**config.mk**
```make
export PLATFORM = sky130hd
export DESIGN_NAME = lif_array
export DESIGN_NICKNAME = d
export VERILOG_FILES = /design/src/rtl/lif_pkg.sv /design/src/rtl/lif_cell.sv /design/src/rtl/lif_array.sv
export SDC_FILE = /design/constraint.sdc
export NUM_CORES = 1
export LEC_CHECK = 0
export BUFFER_PORTS_ARGS = -buffer_cell sky130_fd_sc_hd__buf_2
export CAP_MARGIN = 30
export CORE_ASPECT_RATIO = 1.5
export CORE_MARGIN = 5
export CORE_UTILIZATION = 60
export DETAILED_ROUTE_END_ITERATION = 16
export GPL_TIMING_DRIVEN = 0
export PLACE_DENSITY = 0.91
export SLEW_MARGIN = 0
export SYNTH_ARGS = -nofsm -noshare
export SYNTH_HDL_FRONTEND = slang
export SYNTH_HIERARCHICAL = 1
export SYNTH_SLANG_ARGS = --single-unit
```
**constraint.sdc**
```tcl
create_clock -name clk -period 13.6 [get_ports clk]
set_input_delay 1.36 -clock clk [delete_from_list [all_inputs] [get_ports clk]]
set_output_delay 1.36 -clock clk [all_outputs]
set_load 0.005 [all_outputs]
```
**src/rtl/lif_pkg.sv**
```systemverilog
// ============================================================================
// lif_pkg : leak-mode encodings and saturating add shared by the LIF array.
// Revision: 1.0
// ============================================================================
`default_nettype none

package lif_pkg;

    localparam logic [1:0] LEAK_HALF = 2'd0;
    localparam logic [1:0] LEAK_3Q   = 2'd1;
    localparam logic [1:0] LEAK_7_8  = 2'd2;
    localparam logic [1:0] LEAK_NONE = 2'd3;

    // Unsigned add clamped to 2**width-1; callers keep the low width bits.
    function automatic logic [31:0] sat_add(input logic [31:0] a,
                                            input logic [31:0] b,
                                            input int          width);
        logic [32:0] s;
        logic [32:0] m;
        s = {1'b0, a} + {1'b0, b};
        m = (33'd1 << width) - 33'd1;
        return (s > m) ? m[31:0] : s[31:0];
    endfunction

endpackage

`default_nettype wire

```
**src/rtl/lif_cell.sv**
```systemverilog
// ============================================================================
// lif_cell : one leaky-integrate-and-fire neuron with refractory counter.
// LIF_ADAPTIVE_THR_EN adds a per-neuron adaptive threshold offset.
// Revision: 1.0
// ============================================================================
`default_nettype none

module lif_cell
    import lif_pkg::*;
#(
    parameter int WIDTH  = 8,
    parameter int REFRAC = 2
) (
    input  logic             clk,
    input  logic             rst_n,
    input  logic             i_step_en,
    input  logic [WIDTH-1:0] i_current,
    input  logic [WIDTH-1:0] i_thr,
    input  logic [1:0]       i_leak_sel,
    output logic             o_spike,
    output logic [WIDTH-1:0] o_state,
    output logic             o_refrac
);

    localparam int             CNT_W    = (REFRAC > 0) ? $clog2(REFRAC + 1) : 1;
    localparam logic [CNT_W-1:0] C_REFRAC = CNT_W'(REFRAC);

    logic [WIDTH-1:0] r_state;
    logic             r_spike;
    logic [CNT_W-1:0] r_cnt;

    logic [WIDTH-1:0] w_leak;
    logic [31:0]      w_sum_full;
    logic [WIDTH-1:0] w_sum;
    logic [WIDTH-1:0] w_thr_eff;
    logic             w_fire;
    logic             w_unused_bits;

    always_comb begin
        w_leak = r_state;
        case (i_leak_sel)
            LEAK_HALF: w_leak = r_state >> 1;
            LEAK_3Q:   w_leak = (r_state >> 1) + (r_state >> 2);
            LEAK_7_8:  w_leak = (r_state >> 1) + (r_state >> 2) + (r_state >> 3);
            default:   w_leak = r_state;
        endcase
    end

    assign w_sum_full = sat_add(32'(i_current), 32'(w_leak), WIDTH);
    assign w_sum      = w_sum_full[WIDTH-1:0];

`ifdef LIF_ADAPTIVE_THR_EN
    logic [WIDTH-1:0] r_offset;
    logic [31:0]      w_thr_full;
    logic [31:0]      w_inc_full;

    assign w_thr_full    = sat_add(32'(i_thr), 32'(r_offset), WIDTH);
    assign w_inc_full    = sat_add(32'(r_offset), 32'(1) << (WIDTH - 3), WIDTH);
    assign w_thr_eff     = w_thr_full[WIDTH-1:0];
    assign w_unused_bits = ^{w_sum_full[31:WIDTH], w_thr_full[31:WIDTH], w_inc_full[31:WIDTH]};

    // Offset grows on a spike and decays by a quarter on every other step.
    always_ff @(posedge clk) begin
        if (!rst_n) begin
            r_offset <= '0;
        end else if (i_step_en) begin
            if (w_fire) r_offset <= w_inc_full[WIDTH-1:0];
            else        r_offset <= r_offset - (r_offset >> 2);
        end
    end
`else
    assign w_thr_eff     = i_thr;
    assign w_unused_bits = ^w_sum_full[31:WIDTH];
`endif

    assign w_fire = (r_cnt == '0) && (w_sum >= w_thr_eff);

    always_ff @(posedge clk) begin
        if (!rst_n) begin
            r_state <= '0;
            r_spike <= 1'b0;
            r_cnt   <= '0;
        end else begin
            r_spike <= 1'b0;
            if (i_step_en) begin
                if (r_cnt != '0) begin
                    r_state <= '0;
                    r_cnt   <= r_cnt - CNT_W'(1);
                end else if (w_fire) begin
                    r_spike <= 1'b1;
                    r_state <= '0;
                    r_cnt   <= C_REFRAC;
                end else begin
                    r_state <= w_sum;
                end
            end
        end
    end

    assign o_spike  = r_spike;
    assign o_state  = r_state;
    assign o_refrac = (r_cnt != '0);

endmodule

`default_nettype wire

```
**src/rtl/lif_array.sv**
```systemverilog
// ============================================================================
// lif_array : N parallel LIF neurons sharing a runtime-writable threshold.
// LIF_ADAPTIVE_THR_EN (in lif_cell) enables per-neuron adaptive offsets.
// Revision: 1.0
// ============================================================================
`default_nettype none

module lif_array
    import lif_pkg::*;
#(
    parameter int N_NEURONS   = 4,
    parameter int WIDTH       = 8,
    parameter int THR_DEFAULT = 230,
    parameter int REFRAC      = 2
) (
    input  logic                       clk,
    input  logic                       rst_n,
    input  logic                       step_en,
    input  logic [N_NEURONS*WIDTH-1:0] current,
    input  logic [1:0]                 leak_sel,
    input  logic                       thr_wr,
    input  logic [WIDTH-1:0]           thr_val,
    output logic [N_NEURONS-1:0]       spike,
    output logic [N_NEURONS*WIDTH-1:0] state,
    output logic [N_NEURONS-1:0]       refrac
);

    logic [WIDTH-1:0] r_thr;

    // A write in the same cycle as a step lands after that step has used the old value.
    always_ff @(posedge clk) begin
        if (!rst_n)      r_thr <= WIDTH'(THR_DEFAULT);
        else if (thr_wr) r_thr <= thr_val;
    end

    for (genvar i = 0; i < N_NEURONS; i++) begin : g_cell
        lif_cell #(
            .WIDTH  (WIDTH),
            .REFRAC (REFRAC)
        ) u_cell (
            .clk        (clk),
            .rst_n      (rst_n),
            .i_step_en  (step_en),
            .i_current  (current[i*WIDTH +: WIDTH]),
            .i_thr      (r_thr),
            .i_leak_sel (leak_sel),
            .o_spike    (spike[i]),
            .o_state    (state[i*WIDTH +: WIDTH]),
            .o_refrac   (refrac[i])
        );
    end

endmodule

`default_nettype wire

```
==> impl_metrics.tcl, run 1 <==
set metrics [dict create \
    outcome "completed" \
    synth.top_cells.by_count "ha_1, inv_1, dfxtp_1" \
    leakage_nw 4.24 \
    cp-start-kind "register" \
    die_h_um 147 \
    comb_power_share_pct 79.4 \
    die_area_mm2 0.0149 \
    skew_ns 0.00681 \
    wl_mm 17.6 \
    antenna_left 0 \
    clk_pin_slew_ns 0.06 \
    cp-end-kind "register" \
    critical_path_class "register to register" \
    h-tree-depth 2 \
    synth_flop_cell "dfxtp_1" \
    final-hold-violation-count 0 \
    port_buffers 83 \
    die_w_um 101 \
    synth_fp_nets 1051 \
    crit_fanout 9 \
    tritoncts "done" \
    clockRootBuffer "clkbuf_16" \
    cts_buffer_depth 2 \
    power.density_mw_per_mm2 273 \
    slew_headroom_pct 55.7 \
    yosys.area_share.simple_pct 15.7 \
    grt_max_degree 25 \
    switching_share_pct 49.1 \
    wire_per_inst_um 15.7 \
    holdPathEnd "g_cell[0].u_cell/o_state[0]" \
    synth_area_mm2 0.00749 \
    synthTopCellsByArea "ha_1, dfxtp_1, mux4_2" \
    holdWs_ns 0.469 \
    synth_xor_xnor_area_share_pct 4.21 \
    slew_violations 0 \
    initial_utilization_pct 60.4 \
    post_cts_buffers 0 \
    worstPathRequired_ns 13.84 \
    drv_cap 0 \
    cts_buffers 5 \
    layout-drive-gt1-share_pct 16.7 \
    setup_tns_ns 0 \
    grt_usage_pct 23.9 \
    clk-insertion-delay-late_ns 0.29 \
    fin_crit_ns 6.03 \
    antenna_found_initial 0 \
    grt_pass1_vias 6815 \
    hold_depth 2 \
    muxShareOfSynthArea_pct 9.89 \
    synth_seq_cells 52 \
    ys_seq_area_share_pct 13.9 \
    synth_top_area_share_pct 20.7 \
    num_io_pins 86 \
    worst_pin_slew_ns 0.663 \
    synth_most_common_cell "ha_1" \
    p_sw_w 0.00111 \
    r2r-end "g_cell[0].u_cell/o_state[6]" \
    synth_edf_count 0 \
    post-route-drc-count 0 \
    grt_pass1_wl_mm 30.1 \
    max_freq_mhz 166 \
    ys_warn_count 6 \
    grt_remaining_overflow 0 \
    synth_fa_ha_area_share_pct 23.9 \
    finalCritPeriodShare_pct 44.4 \
    r2r-start "g_cell[0].u_cell/o_state[2]" \
    postSynthCellCount 869 \
    drtIter0Drc 187 \
    first_pass_iters 4 \
    rows 50 \
    rsz0062_at_grt "false" \
    p_int_w 0.00115 \
    hpwl_mm 14.3 \
    syn2layout_area_growth_pct 10.5 \
    setup_violations 0 \
    arrival_ns 6.27 \
    cts_num_sinks 52 \
    hold_class "register to register" \
    core-area_mm2 0.0124 \
    seqPwrFrac_pct 14.0 \
    nFillCells 1052 \
    ys_types 51 \
    power_frac_clock_pct 6.6 \
    synthArstFlopShare_pct 0 \
    cts_resized 0 \
    irDropWorstVdd_uv 185 \
    final_nets 1141 \
    synth-compound-area-share_pct 26.1 \
    postCtsHoldBufs 0 \
    yosysTopAreaCell "ha_1" \
    place.gp.congestion 0.885 \
    avgViaCountPerCell 6.10 \
    antennaDiodeCount 0 \
    synth_area_per_cell_um2 8.61 \
    min-delay-start "g_cell[0].u_cell/o_state[0]" \
    r2r_setup_slack_ns 7.57 \
    reg2reg_depth 22 \
    synth_top_family_by_area "compound AO/OA/AOI/OAI gates" \
    via_count 6805 \
]
stage by stage:
| step | area [µm²] | worst slack [ns] | util [%] | total power (W) | cells |
|---|---|---|---|---|---|
| after global placement | 8100 | 7.64 | 65.4 | 0.00202 | 1108 |
| after global routing | 8270 | 7.08 | 66.8 | 0.00252 | 1116 |
| after detailed placement | 8100 | 7.57 | 65.4 | 0.00209 | 1108 |
| after CTS | 8270 | 7.59 | 66.8 | 0.00226 | 1116 |
| after floorplan | 7490 | 8.37 | - | 0.00171 | 869 |
| final | 8270 | 7.57 | 66.8 | 0.00226 | 1116 |
power by group through the flow:
stage | clock network, W | registers [W] | logic, W
global route | 0.000157 | 0.000330 | 0.00203
global placement | 0 | 0.000316 | 0.00170
floorplan | 0 | 0.000291 | 0.00142
finish | 0.000150 | 0.000316 | 0.00180
detailed placement | 0 | 0.000318 | 0.00178
CTS | 0.000154 | 0.000315 | 0.00179
state kept, by name, summed over array words and instances, names as in the netlist:
name,count
r_thr,8
g_cell.u_cell/r_cnt,8
g_cell.u_cell/o_spike,4
g_cell.u_cell/o_state,32
kinds of logic (layout without fill, tap and decap cells):
family	count (synthesis)	after routing
AO/OA/AOI/OAI	268	268
XOR/XNOR	36	36
adder cells (fa/ha/maj)	136	136
buffers and inverters	113	204
flip-flops	52	52
multiplexers	44	44
AND/OR/NAND/NOR	220	220
layout make-up:
type,count,area [µm²],area share [%]
clock buffer,6,139,1.68
timing repair buffer,83,415,5.02
multi-input combinational,704,5980,72.3
sequential,52,1040,12.6
inverter,92,345,4.17
buffer,21,121,1.47
tap,156,195,2.36
clock inverter,2,38.8,0.469
how the worst max path moves through the flow:
stage / start / end / depth (start not counted)
6_report: g_cell[0].u_cell/o_state[2] / g_cell[0].u_cell/o_state[6] / 22
5_1_grt: g_cell[0].u_cell/o_state[2] / g_cell[0].u_cell/o_state[6] / 22
4_1_cts: g_cell[0].u_cell/o_state[2] / g_cell[0].u_cell/o_state[6] / 22
3_5_place_dp: leak_sel[1] / g_cell[3].u_cell/o_state[6] / 18
3_3_place_gp: leak_sel[1] / g_cell[0].u_cell/o_state[6] / 18
2_1_floorplan: g_cell[0].u_cell/o_state[2] / g_cell[0].u_cell/o_state[6] / 22
layer usage:
metal / global-route usage, % / up-vias / wire length [µm]
met1: 26.4 / 3256 / 6820
met2: 45.8 / 125 / 9580
met3: 2.23 / 34 / 591
met5: 0 / - / 0
met4: 9.12 / 0 / 569
li1: - / 3390 / -
critical path, stage by stage, from the launching register on:
cell and delay, ns:
dfxtp_1 0.39, ha_1 0.26, fa_1 0.44, a21o_1 0.21, a21oi_1 0.17, xnor2_1 0.18, ha_1 0.30, or2_2 0.32
o2111ai_1 0.14, mux2i_1 0.21, o21ai_0 0.10, a211oi_1 0.28, ha_1 0.34, and3_1 0.25, a221oi_2 0.45, o21ai_1 0.19
ha_1 0.33, a21o_1 0.16, a31oi_1 0.21, o21bai_1 0.18, a211oi_2 0.61, a22o_1 0.22, a21o_1 0.08
cells in the final DEF, fill, tap and decap left out, drive strengths merged, types with 8 or more instances in the layout:
cell / n
nand2b: 8
o21a: 8
nor2: 48
dfxtp: 52
nor3b: 8
a31oi: 8
mux4: 24
inv: 92
o21bai: 16
or2: 12
xor2: 8
buf: 100
o211ai: 16
a22o: 28
a21oi: 48
nand3: 24
fa: 12
o21ai: 44
xnor2: 28
ha: 124
a21o: 32
mux2i: 20
nand2: 49
clkbuf: 10
nor2b: 43
a211oi: 32
(Power assumes the default switching activity.)
==> run 2: changes to the inputs <==
==> constraint.sdc (replaced) <==
create_clock -name clk -period 6 [get_ports clk]
set_input_delay 0.6 -clock clk [delete_from_list [all_inputs] [get_ports clk]]
set_output_delay 0.6 -clock clk [all_outputs]
set_load 0.005 [all_outputs]
==> run 2 against run 1 <==
Clock power increased by 130%. Power increased by 130%. Cell area increased by 1.7%. Via count increased by 0.59%. Largest cell class unchanged. Routed wire length increased by 2.2%. Die area unchanged. Sequential power increased by 130%. Combinational power increased by 130%.
==> impl_metrics.tcl, run 2 (synthesized netlist as in run 1, its figures left out) <==
set metrics [dict create \
    port_buffers 83 \
    drv_cap 0 \
    finalCritPeriodShare_pct 94.9 \
    cpMaxStageDelayCell "fa_1" \
    cts_num_sinks 52 \
    power_w 0.00528 \
    place_ws_ns 0.0646 \
    cts_buffer_depth 2 \
    cp_top_family "compound AO/OA/AOI/OAI gates" \
    first_pass_iters 4 \
    grt_max_degree 25 \
    wire_per_inst_um 16.0 \
    antennaDiodeCount 0 \
    final_cell_mix "ha_1, inv_1, buf_2" \
    antenna_left 0 \
    cp-start-kind "register" \
    holdWs_ns 0.466 \
    max_freq_mhz 176 \
    h-tree-depth 2 \
    clockRootBuffer "clkbuf_16" \
    cp-end-kind "register" \
    grt_pass1_wl_mm 30.1 \
    worst_pin_slew_ns 0.483 \
    slew_violations 0 \
    initial_utilization_pct 60.4 \
    num_io_pins 86 \
    wl_mm 17.9 \
    critical_path_buf_inv_count 2 \
    outcome "completed" \
    arrival_ns 5.92 \
    fin_ws_ns 0.306 \
    crit_top_cell "ha_1" \
    grt_usage_pct 24.0 \
    post-route-drc-count 0 \
    die_w_um 101 \
    avgViaCountPerCell 6.10 \
    worstPathCellList "ha_1 -> fa_1 -> a21o_1 -> a21oi_1 -> xnor2_1 -> ha_1 -> or2_2 -> o2111ai_1 -> mux2i_1 -> o21ai_0 -> a211oi_1 -> ha_1 -> and3_1 -> a221oi_4 -> a21bo_1 -> ha_1 -> a21oi_1 -> o21ai_0 -> o21bai_1 -> a211oi_4 -> buf_4 -> inv_1 -> o21ai_1" \
    final_common_cell "ha_1" \
    hold_class "register to register" \
    grt_pass1_vias 6824 \
    skew_ns 0.00479 \
    final-hold-violation-count 0 \
    via_count 6845 \
    clk_pin_slew_ns 0.07 \
    layout-drive-gt1-share_pct 17.9 \
    leakage_nw 4.28 \
    setup_violations 0 \
    power.density_mw_per_mm2 627 \
    worstPathRequired_ns 6.23 \
    syn2layout_area_growth_pct 12.4 \
    die_h_um 147 \
    largest_reg_flops 32 \
    core-area_mm2 0.0124 \
    crit_fanout 7 \
    place.gp.congestion 0.885 \
    slew_headroom_pct 67.5 \
    fin_crit_ns 5.69 \
    cp_slowest_stage_delay_ns 0.43 \
    irDropWorstVdd_uv 422 \
    hpwl_mm 14.3 \
    cts_buffers 5 \
    antenna_found_initial 0 \
    drtIter0Drc 176 \
    grt_remaining_overflow 0 \
    rows 50 \
    die_area_mm2 0.0149 \
    tritoncts "done" \
    final_nets 1147 \
    dp_cells 1108 \
    clk-insertion-delay-late_ns 0.29 \
    critical_path_class "register to register" \
    finalNonFillerCells 1122 \
]
## run 2: cell types whose count changed in the layout (fill, tap and decap cells not counted), sizes merged
cell / previous run / this run
buf: 100 / 106
## run 2: layout make-up
| cell class | count | area [µm²] |
|---|---|---|
| fillers | 1021 | 3970 |
| clock buffers | 6 | 139 |
| inverters | 92 | 345 |
| repair buffers | 89 | 460 |
| flip-flops and latches | 52 | 1040 |
| clock inverters | 2 | 38.8 |
| plain buffers | 21 | 121 |
| well taps | 156 | 195 |
| multi-input cells | 704 | 6070 |
## run 2: per-layer routing
| metal | vias up | share of wire [%] | global-route usage (%) |
|---|---|---|---|
| met4 | 0 | 3.3 | 9.12 |
| met2 | 143 | 55 | 46.0 |
| li1 | 3390 | - | - |
| met5 | - | 0 | 0 |
| met3 | 39 | 3.5 | 2.23 |
| met1 | 3273 | 38 | 26.5 |
## run 2: worst min-delay path, cell delays in order (launching register included)
cell	delay, ns
dfxtp_1	0.32
nand2_1	0.05
o21ai_1	0.05
## run 2: stage by stage
stage,utilization (%),setup TNS [ns],area [µm²]
2_1_floorplan,-,0,7490
3_3_place_gp,65.4,0,8100
3_5_place_dp,65.4,0,8100
4_1_cts,66.9,0,8280
5_1_grt,67.9,-0.111,8420
6_report,67.9,0,8420
## run 2: timing repair
| item | in CTS | in global routing |
|---|---|---|
| pin swaps | 0 | 7 |
| gates cloned | 0 | 0 |
| setup buffers | 0 | 6 |
| hold endpoints to repair | 0 | 0 |
| setup endpoints to repair | 1 | 37 |
| hold buffers | 0 | 0 |
| gates resized for setup | 1 | 14 |
## run 2: final timing paths
check                                                 start                          end  slack [ns]  cells past startpoint
worst max-delay path            g_cell[1].u_cell/o_state[2]  g_cell[1].u_cell/o_state[0]        0.31                     23
worst min-delay path            g_cell[0].u_cell/o_state[0]  g_cell[0].u_cell/o_state[0]        0.47                      2
worst max register to register  g_cell[1].u_cell/o_state[2]  g_cell[1].u_cell/o_state[0]        0.31                     23
worst min register to register  g_cell[0].u_cell/o_state[0]  g_cell[0].u_cell/o_state[0]        0.47                      2
## run 2: where the power goes
part	switching [W]	internal, W
Combinational	0.00223	0.00200
Clock	0.000131	0.000209
Sequential	0.000242	0.000477
